File: src/rtl/types_pkg.sv
// Shared types for the memory reservation station: op payload, opcode constants and ROB age helper.
package types_pkg;
  localparam int RS_MEM_DEPTH = 8;
  localparam int NUM_CDB      = 3;
  localparam int TAG_W        = 7;
  localparam int ROB_W        = 5;

  localparam logic [6:0] OP_LOAD  = 7'b0000011;
  localparam logic [6:0] OP_STORE = 7'b0100011;

  typedef struct packed {
    logic [6:0]       Opcode;
    logic [TAG_W-1:0] ps1;
    logic [TAG_W-1:0] ps2;
    logic [TAG_W-1:0] pd;
    logic [31:0]      imm;
    logic [ROB_W-1:0] rob_index;
  } rs_data;

  // Distance from the ROB head, modulo the 16-entry ROB.
  function automatic logic [3:0] rob_age(input logic [ROB_W-1:0] tag, input logic [ROB_W-1:0] head);
    logic [ROB_W-1:0] d;
    d = tag - head;
    return d[3:0];
  endfunction
endpackage

File: src/rtl/rs_mem_age_cmp.sv
// Combinational "entry is younger than the mispredicting branch" comparator.
module rob_age_cmp
  import types_pkg::*;
(
  input  logic [ROB_W-1:0] tag,
  input  logic [ROB_W-1:0] branch_tag,
  input  logic [ROB_W-1:0] head,
  output logic             younger
);
  assign younger = rob_age(tag, head) > rob_age(branch_tag, head);
endmodule

File: src/rtl/rs_mem.sv
// In-order load/store reservation station with CDB wakeup and ROB-age flush.
// Define RS_MEM_WAKEUP_BYPASS_EN to let the head issue in the same cycle as its wakeup.
module rs_mem
  import types_pkg::*;
#(
  parameter int DEPTH      = RS_MEM_DEPTH,
  parameter int NUM_WAKEUP = NUM_CDB
) (
  input  logic                                clk,
  input  logic                                reset,
  input  logic                                disp_valid,
  input  rs_data                              disp_data,
  input  logic                                disp_ps1_ready,
  input  logic                                disp_ps2_ready,
  output logic                                disp_ready,
  input  logic [NUM_WAKEUP-1:0]               wakeup_valid,
  input  logic [NUM_WAKEUP-1:0][TAG_W-1:0]    wakeup_tag,
  input  logic                                fu_mem_ready,
  output logic                                issued,
  output rs_data                              data_out,
  input  logic [ROB_W-1:0]                    rob_head,
  input  logic                                mispredict,
  input  logic [ROB_W-1:0]                    mispredict_tag,
  output logic [$clog2(DEPTH+1)-1:0]          occupancy
);
  localparam int PW = $clog2(DEPTH);
  localparam int CW = $clog2(DEPTH+1);

  rs_data           payload [DEPTH];
  logic [DEPTH-1:0] valid, rdy1, rdy2, younger;
  logic [PW-1:0]    head, tail, idx, flush_tail;
  logic [CW-1:0]    count, flush_count;
  logic             flush_hit, h_rdy1, h_rdy2, issuable, do_disp;

  // Tag 0 is the hardwired-ready register; otherwise look for a live CDB match.
  function automatic logic wake_hit(input logic [TAG_W-1:0] tag);
    logic h;
    h = (tag == '0);
    for (int k = 0; k < NUM_WAKEUP; k++)
      if (wakeup_valid[k] && wakeup_tag[k] == tag) h = 1'b1;
    return h;
  endfunction

  for (genvar g = 0; g < DEPTH; g++) begin : g_age
    rob_age_cmp u_cmp (
      .tag        (payload[g].rob_index),
      .branch_tag (mispredict_tag),
      .head       (rob_head),
      .younger    (younger[g])
    );
  end

`ifdef RS_MEM_WAKEUP_BYPASS_EN
  assign h_rdy1 = rdy1[head] | wake_hit(payload[head].ps1);
  assign h_rdy2 = rdy2[head] | wake_hit(payload[head].ps2);
`else
  assign h_rdy1 = rdy1[head];
  assign h_rdy2 = rdy2[head];
`endif

  assign issuable   = valid[head] && h_rdy1 && (h_rdy2 || payload[head].Opcode == OP_LOAD);
  assign issued     = issuable && fu_mem_ready && !mispredict;
  assign data_out   = valid[head] ? payload[head] : rs_data'('0);
  assign disp_ready = (count != CW'(DEPTH));
  assign do_disp    = disp_valid && disp_ready && !mispredict;
  assign occupancy  = count;

  // Walk from head in program order: the first squashed slot becomes the new tail.
  always_comb begin
    flush_hit   = 1'b0;
    flush_tail  = tail;
    flush_count = '0;
    idx         = head;
    for (int i = 0; i < DEPTH; i++) begin
      idx = head + PW'(i);
      if (valid[idx] && younger[idx]) begin
        if (!flush_hit) flush_tail = idx;
        flush_hit = 1'b1;
      end else if (valid[idx]) begin
        flush_count = flush_count + 1'b1;
      end
    end
  end

  always_ff @(posedge clk or posedge reset) begin
    if (reset) begin
      head  <= '0;
      tail  <= '0;
      count <= '0;
      valid <= '0;
      rdy1  <= '0;
      rdy2  <= '0;
    end else begin
      for (int i = 0; i < DEPTH; i++) begin
        if (valid[i] && wake_hit(payload[i].ps1)) rdy1[i] <= 1'b1;
        if (valid[i] && wake_hit(payload[i].ps2)) rdy2[i] <= 1'b1;
      end
      if (mispredict) begin
        for (int i = 0; i < DEPTH; i++)
          if (valid[i] && younger[i]) valid[i] <= 1'b0;
        if (flush_hit) tail <= flush_tail;
        count <= flush_count;
      end else begin
        if (issued) begin
          valid[head] <= 1'b0;
          head        <= head + 1'b1;
        end
        if (do_disp) begin
          valid[tail] <= 1'b1;
          rdy1[tail]  <= disp_ps1_ready | wake_hit(disp_data.ps1);
          rdy2[tail]  <= disp_ps2_ready | wake_hit(disp_data.ps2);
          tail        <= tail + 1'b1;
        end
        case ({do_disp, issued})
          2'b10:   count <= count + 1'b1;
          2'b01:   count <= count - 1'b1;
          default: count <= count;
        endcase
      end
    end
  end

  always_ff @(posedge clk)
    if (do_disp) payload[tail] <= disp_data;
endmodule

File: config.mk
export PLATFORM = sky130hd
export DESIGN_NAME = rs_mem
export DESIGN_NICKNAME = d
export VERILOG_FILES = /design/src/rtl/types_pkg.sv /design/src/rtl/rs_mem_age_cmp.sv /design/src/rtl/rs_mem.sv
export SDC_FILE = /design/constraint.sdc
export NUM_CORES = 1
export LEC_CHECK = 0
export ABC_AREA = 0
export BUFFER_PORTS_ARGS = -buffer_cell sky130_fd_sc_hd__buf_2
export CELL_PAD_IN_SITES_DETAIL_PLACEMENT = 1
export CELL_PAD_IN_SITES_GLOBAL_PLACEMENT = 1
export CORE_MARGIN = 2
export CORE_UTILIZATION = 35
export DETAILED_ROUTE_END_ITERATION = 6
export GPL_ROUTABILITY_DRIVEN = 0
export PLACE_DENSITY = 0.68
export SLEW_MARGIN = 20
export SYNTH_ARGS = -nofsm -noshare
export SYNTH_HDL_FRONTEND = slang
export SYNTH_SLANG_ARGS = --single-unit
File: constraint.sdc
create_clock -name clk -period 9.3 [get_ports clk]
set_input_delay 0 -clock clk [delete_from_list [all_inputs] [get_ports clk]]
set_output_delay 0 -clock clk [all_outputs]
set_load 0.005 [all_outputs]
## Yosys cells after proc, flatten, opt, wreduce, memory -nomap -nowiden

Memories as Yosys holds them, arrays and structs flattened.
Index checks and enable logic that the tools add are counted.

| cells by class | value |
|---|---|
| $add $sub $neg | 26 |
| order comparisons | 19 |
| equality and inequality tests | 67 |
| multiplexer cells | 179 |
| bitwise operators | 6 |
| reductions and logical operators | 118 |

Operators by type and width:

| cell | number |
|---|---|
| equality test 7 bit | 54 |
| zero test 7 bit | 18 |
| 2-to-1 mux 1 bit | 114 |
| logical AND 1 bit | 94 |
| 2-to-1 mux 65 bit | 1 |
| 2-to-1 mux 8 bit | 8 |
| 2-to-1 mux 4 bit | 15 |
| binary-select mux 1 bit (select 3 bit) | 18 |
| 2-to-1 mux 3 bit | 18 |
| < comparator 3 x 4 -> 1 bit (second input constant) | 9 |
| subtractor 4 bit | 9 |
| adder 4 x 1 -> 4 bit (second input constant) | 8 |
| > comparator 4 bit | 8 |
| inequality test 2 x 1 -> 1 bit (second input constant) | 9 |
| bitwise mux 8 bit | 2 |
| adder 3 bit (second input constant) | 4 |
| AND 8 bit | 1 |
| inverter 8 bit | 1 |
| bitwise OR 8 bit | 1 |
| one-hot mux 4 bit (2 select lines) | 1 |
| equality test 7 x 2 -> 1 bit (second input constant) | 1 |
| adder 3 x 1 -> 3 bit (second input constant) | 2 |
| adder 3 x 2 -> 3 bit (second input constant) | 2 |
| demux 1 bit (select 3 bit) | 2 |
| 12 further kinds | 15 |

| word-level totals | value |
|---|---|
| register bits after elaboration | 34 |
| RAM bits | 520 |
| input port bits | 106 |
| output and inout port bits | 71 |
| word-level logic and storage cells | 429 |
| memories | 1 |

Memory list:

| name | depth | width | read ports | clocked after Yosys merged registers in | wr ports | RTL line | RTL |
|---|---|---|---|---|---|---|---|
| payload | 8 | 65 | 9 | 0 | 1 | rs_mem.sv:29 | `rs_data payload [DEPTH];` |

## Longest topological paths before layout

An unclocked memory read counts as a cell.

| depth | value |
|---|---|
| word-level depth | 29 |
| mapped depth | 35 |

## Modules after synthesis

From an unflattened synthesis, not the netlist that was laid out.

| second synthesis, totals | value |
|---|---|
| cells, all modules | 2260 |
| area, all modules | 30701.9 sq um |

Modules (own cells, without submodules):

| module | instances | cells each | area an instance (sq um) |
|---|---|---|---|
| rs_mem | 1 | 1966 | 28157.0 |
| rob_age_cmp (g_age[2].u_cmp ...) | 6 | 37 | 317.8 |
| rob_age_cmp (g_age[0].u_cmp ...) | 2 | 36 | 319.1 |

## Least setup slack after synthesis

OpenSTA, ideal clock, no wires.

| timing path | value |
|---|---|
| kind | input to register |
| start point | in rob_head[1] |
| end point | reg count[3], in the netlist occupancy[3] |
| library setup time | 0.087 ns |
| arrival | 6.761 ns |
| data required time | 9.213 ns |
| path slack | 2.453 ns |
| stages on the path | 31 |
| buffers on the path | 0 |
| cell sequence | inv_1 -> ha_1 -> a21o_1 -> a21oi_1 -> xnor2_1 -> ha_1 -> a31o_1 -> a211o_1 -> or4_1 -> a41o_1 -> a21oi_1 -> ha_1 -> mux2i_4 -> inv_2 -> ha_1 -> nand2_1 -> nand2_1 -> ha_1 -> nor2_1 -> a21oi_1 -> ha_1 -> nor3_1 -> nor3_1 -> nor2_1 -> ha_1 -> nand2_1 -> xnor2_1 -> xnor2_1 -> and3b_1 -> a2111o_1 -> o211ai_1 |

| on the way | value |
|---|---|
| longest elaborated chain between the ends | 28 |
| elaborated cells on any way between the ends | 64 |
| those cells by class | add/sub: 16; order compare: 8; mux: 32; reduce/logical: 8 |

Ends and longest elaborated chain:

| element | RTL line | RTL |
|---|---|---|
| from (decl) | rs_mem.sv:21 | `input logic [ROB_W-1:0] rob_head,` |
| subtractor 4 bit | types_pkg.sv:23 | `d = tag - head;` |
| > comparator 4 bit | rs_mem_age_cmp.sv:10 | `assign younger = rob_age(tag, head) > rob_age(branch_tag, head);` |
| binary-select mux 1 bit (select 3 bit) | rs_mem.sv:76 | `if (valid[idx] && younger[idx]) begin` |
| 2-to-1 mux 1 bit (not written as such) | rs_mem.sv:76 |  |
| logical AND 1 bit | rs_mem.sv:76 |  |
| 2-to-1 mux 1 bit | rs_mem.sv:76 |  |
| adder 4 x 1 -> 4 bit | rs_mem.sv:80 | `flush_count = flush_count + 1'b1;` |
| 2-to-1 mux 4 bit | rs_mem.sv:79 | `end else if (valid[idx]) begin` |
| [12 not listed] | - |  |
| 2-to-1 mux 4 bit | rs_mem.sv:76 |  |
| adder 4 x 1 -> 4 bit | rs_mem.sv:80 |  |
| 2-to-1 mux 4 bit | rs_mem.sv:79 |  |
| 2-to-1 mux 4 bit | rs_mem.sv:76 |  |
| adder 4 x 1 -> 4 bit | rs_mem.sv:80 |  |
| 2-to-1 mux 4 bit | rs_mem.sv:79 |  |
| 2-to-1 mux 4 bit (*) | rs_mem.sv:76 |  |
| 2-to-1 mux 4 bit (*) | rs_mem.sv:98 | `if (mispredict) begin` |
| to (signal assigned) | rs_mem.sv:102 | `count <= flush_count;` |
| to (signal assigned) | rs_mem.sv:115 | `2'b10: count <= count + 1'b1;` |
| to (signal assigned) | rs_mem.sv:116 | `2'b01: count <= count - 1'b1;` |
| to (decl) | rs_mem.sv:32 | `logic [CW-1:0] count, flush_count;` |

Mark *: on every way between the ends. The rest lies on a longest branch, timed or not. The select of a mux whose other input is x is not followed.
A chain may end at the register's enable or synchronous reset.

## Worst setup path after layout

| timing path | value |
|---|---|
| start point | reg head[1] |
| end point | reg count[3], in the netlist occupancy[3] |

| on the way | value |
|---|---|
| longest elaborated chain between the ends | 26 |
| elaborated cells on any way between the ends | 86 |
| those cells by class | add/sub: 14; eq/ne: 3; mux: 54; reduce/logical: 14; memory: 1 |

Ends and longest elaborated chain:

| element | RTL line | RTL |
|---|---|---|
| from (decl) | rs_mem.sv:31 | `logic [PW-1:0] head, tail, idx, flush_tail;` |
| from (signal assigned) | rs_mem.sv:106 | `head <= head + 1'b1;` |
| binary-select mux 1 bit (select 3 bit), on equally long branches | rs_mem.sv:61, rs_mem.sv:76, rs_mem.sv:79 |  |
| 2-to-1 mux 1 bit, on equally long branches | rs_mem.sv:61, rs_mem.sv:76, rs_mem.sv:79 |  |
| 2-to-1 mux 1 bit / logical AND 1 bit (equally long branches) | rs_mem.sv:79, rs_mem.sv:76 |  |
| 2-to-1 mux 1 bit | rs_mem.sv:76 |  |
| adder 4 x 1 -> 4 bit | rs_mem.sv:80 |  |
| 2-to-1 mux 4 bit | rs_mem.sv:79 |  |
| 2-to-1 mux 4 bit | rs_mem.sv:76 |  |
| adder 4 x 1 -> 4 bit | rs_mem.sv:80 |  |
| [10 not listed] | - |  |
| 2-to-1 mux 4 bit | rs_mem.sv:76 |  |
| adder 4 x 1 -> 4 bit | rs_mem.sv:80 |  |
| 2-to-1 mux 4 bit | rs_mem.sv:79 |  |
| 2-to-1 mux 4 bit | rs_mem.sv:76 |  |
| adder 4 x 1 -> 4 bit | rs_mem.sv:80 |  |
| 2-to-1 mux 4 bit | rs_mem.sv:79 |  |
| 2-to-1 mux 4 bit | rs_mem.sv:76 |  |
| 2-to-1 mux 4 bit | rs_mem.sv:98 |  |

Parallel ways exist; a longest one is shown, timed or not. The select of a mux whose other input is x is not followed.

==> impl_results.md <==
- CTS Sinks: 554
- CP arrival: 7.93 ns
- Peak Freq: 136 MHz
- NetSw: 0.00262 W
- Ys flop type: edfxtp_1
- Post-DP HPWL: 55.3 mm
- CTS max path bufs: 3
- Nets: 2559
- Commonest non-fill, non-tap cell in the layout: edfxtp_1
- Clock power frac: 29.3%
- Max_cap viols: 0
- Pre-antenna DRT Iters: 7
- Worst Path Required: 9.86 ns
- Clock latency on the worst-skew pair: 0.65 ns
- GRT overflow: 0
- WL final: 91.9 mm
- Clk slew on worst S/H paths: 0.07 ns
- IO buf count: 174
- CTS Buf Count: 58
- TritonCTS clock tree: built
- Area grow syn2layout: 15.9%
- Die outline width: 295 um
- Largest net degree at the start of global routing: 55
- Ys async rst share: 6.14%
- FF-to-FF path depth: 25
- Initial DRC Count: 1418
- Tmin final: 7.37 ns
- Switch share: 33.1%
- # DRC: 0
- Pleak: 11.8 nW
- Peak VDD IR: 0.176 mV
- WL/cell: 25.8 um
- Part of the power in registers: 39.9%
- EDFF count, synth: 520
- Layout Skew: 0.0269 ns
- Commonest cells after routing, fill and taps aside: edfxtp_1, xnor2_1, nand2_1
- Final setup margin: 1.93 ns
- Vias in the first global route: 21.5k
- CP most frequent cell: ha_1
- Worst setup EP type: register
- Post-synthesis cell area: 29600 um^2
- Gr usage total: 21.0%
- Combinational fraction of design power: 30.8%
- Max_slew headroom: 34.4%
- Unrepaired setup endpoints after global routing: no
- Post-synthesis sequential area ratio: 55.5%
- Slew Viols, Final: 0
- CTS HTree Levels: 2
- Synth Area per Inst: 13.6 um^2
- Slew @ Worst Pin: 0.983 ns
- Vias: 19.9k
- Die Y: 295 um
- Type of the most critical hold path: primary input to async pin
- Status: finished clean
- Setup violators final: 0
- Initial antenna violation count: 3
- Crit share post-route: 79.2%
- Final Core Density: 41.0%
- Maximum fanout along the worst path: 48
- Mapped Cells: 2174
- Die area: 87000 um^2
- Fin Setup TNS: 0 ns
- Via density: 5.59
- Placeable core region: 83800 um^2
- Crit Path Class: register to register
- PD cells: 230 nW/um^2
- CTS Root Cell: clkbuf_16
- Distinct cell type count after synthesis: 75
- # IOs: 177
- #FFs+latches synth: 554
- Syn nets: 2348
- Rows: 106
- Pre-CTS worst setup slack: 1.51 ns
- CP max stage cell: dfrtp_4
- Initial Util: 35.4%
- Synth Warn #: 0
- First-pass GRT wire length: 138 mm
- CP peak stage delay: 0.93 ns
- Startpoint type of the worst setup path: register
- Internal: 0.00528 W
- Fillers: 8670
- Final Hold Fails: 0
- Layout cells sized above 1: 19.0%
- Antenna Violating Nets Remaining: 0
[flip-flops by register name, summed over array words and instances, names as in the netlist]
signal     flops
rdy1           8
head           3
payload      520
tail           3
occupancy      4
valid          8
rdy2           8
[path summary, 6_finish.rpt]
check | startpoint | slack (ns) | endpoint
max | head[1] | 1.93 | occupancy[3]
min | reset | 0.009 | occupancy[3]
max reg2reg | head[1] | 1.93 | occupancy[3]
min reg2reg | rdy2[3] | 0.56 | rdy2[3]
max in group asynchronous | reset | 8.89 | head[2]
min in group clk | disp_valid | 0.02 | tail[0]
[metrics by stage]
stage               total power [W]  cell area (um^2)  instances  hold WS [ns]
floorplan                   0.00481             29600       2174        0.0989
global placement            0.00550             31700       3387         0.141
detailed placement          0.00560             31700       3387         0.146
CTS                         0.00795             34300       3564       0.00167
global route                0.00826             34300       3567        0.0499
finish                      0.00789             34300       3567       0.00931
[synthesized netlist by cell type, types with 4 or more instances]
master / instances / area (um^2)
mux4_2: 147 / 3310
mux2_2: 4 / 45.0
a21o_1: 15 / 113
or2_2: 4 / 25.0
dfrtp_1: 34 / 851
nand3_1: 13 / 65.1
nor3_1: 32 / 160
and2_1: 9 / 56.3
inv_1: 39 / 146
nand2_1: 187 / 702
ha_1: 58 / 726
a31oi_1: 6 / 37.5
nor2b_1: 8 / 50.1
fa_1: 10 / 200
nor4_1: 45 / 282
o21ai_0: 42 / 210
buf_1: 34 / 128
nand4_1: 93 / 582
nand2b_1: 6 / 37.5
o22ai_1: 4 / 25.0
o211a_1: 5 / 50.1
o211ai_1: 19 / 143
a211oi_1: 10 / 75.1
xor2_1: 149 / 1310
and3_1: 5 / 31.3
edfxtp_1: 520 / 15600
nor2_1: 81 / 304
a21oi_1: 129 / 646
clkbuf_1: 80 / 300
a211o_1: 5 / 43.8
nor3b_1: 10 / 75.1
or4_1: 4 / 30.0
xnor2_1: 286 / 2500
mux2i_1: 14 / 140
[power groups by stage]
stage | logic, W | registers, W | clock network (W)
2_1_floorplan | 0.00171 | 0.00311 | 0
3_3_place_gp | 0.00233 | 0.00318 | 0
3_5_place_dp | 0.00241 | 0.00319 | 0
4_1_cts | 0.00245 | 0.00314 | 0.00236
5_1_grt | 0.00264 | 0.00317 | 0.00245
6_report | 0.00243 | 0.00315 | 0.00231
[critical path, delay by kind of cell (launching register included)]
| family | cells | cell delay (ns) |
|---|---|---|
| compound gates | 5 | 1.71 |
| buf+inv | 2 | 0.63 |
| fa+ha+maj | 5 | 1.64 |
| simple gates | 9 | 1.24 |
| mux | 2 | 0.77 |
| xor+xnor | 2 | 0.33 |
| flops | 1 | 0.93 |
[area by class of cell]
class                           instances  area, um^2  area share (%)
Sequential cell                       554       16500            48.0
Multi-Input combinational cell       1459       12600            36.7
Timing Repair Buffer                  271        1820            5.29
Clock buffer                           68        1490            4.34
Tap cell                             1134        1420            4.13
Clock inverter                         39         372            1.08
Inverter                               41         155           0.452
Antenna cell                            1        2.50         0.00729
[routing by layer]
metal | global-route usage, % | part of all wire (%) | vias up
met5 | 0 | 0.029 | -
met4 | 7.73 | 3.4 | 4
met3 | 3.47 | 5.6 | 193
met2 | 36.4 | 50 | 639
met1 | 26.5 | 41 | 10400
li1 | - | - | 8681
[timing repair]
action                                 CTS  global route
buffers inserted                         0             0
endpoints found under the hold margin  573             0
resized for setup                        0             0
hold buffers                            70             0
[logic make-up (layout without fill, tap and decap cells)]
logic type               after synthesis  count (layout)  share of synthesized area [%]
adder cells (fa/ha/maj)               68              68                           3.12
buffers and inverters                161             419                           2.13
AND/OR/NAND/NOR                      512             512                           8.52
flip-flops                           554             554                           55.5
other                                  0               1                              0
AO/OA/AOI/OAI                        275             275                           5.74
XOR/XNOR                             438             438                           13.1
multiplexers                         166             166                           11.9
Note: power is estimated with default switching activity, not from simulation.
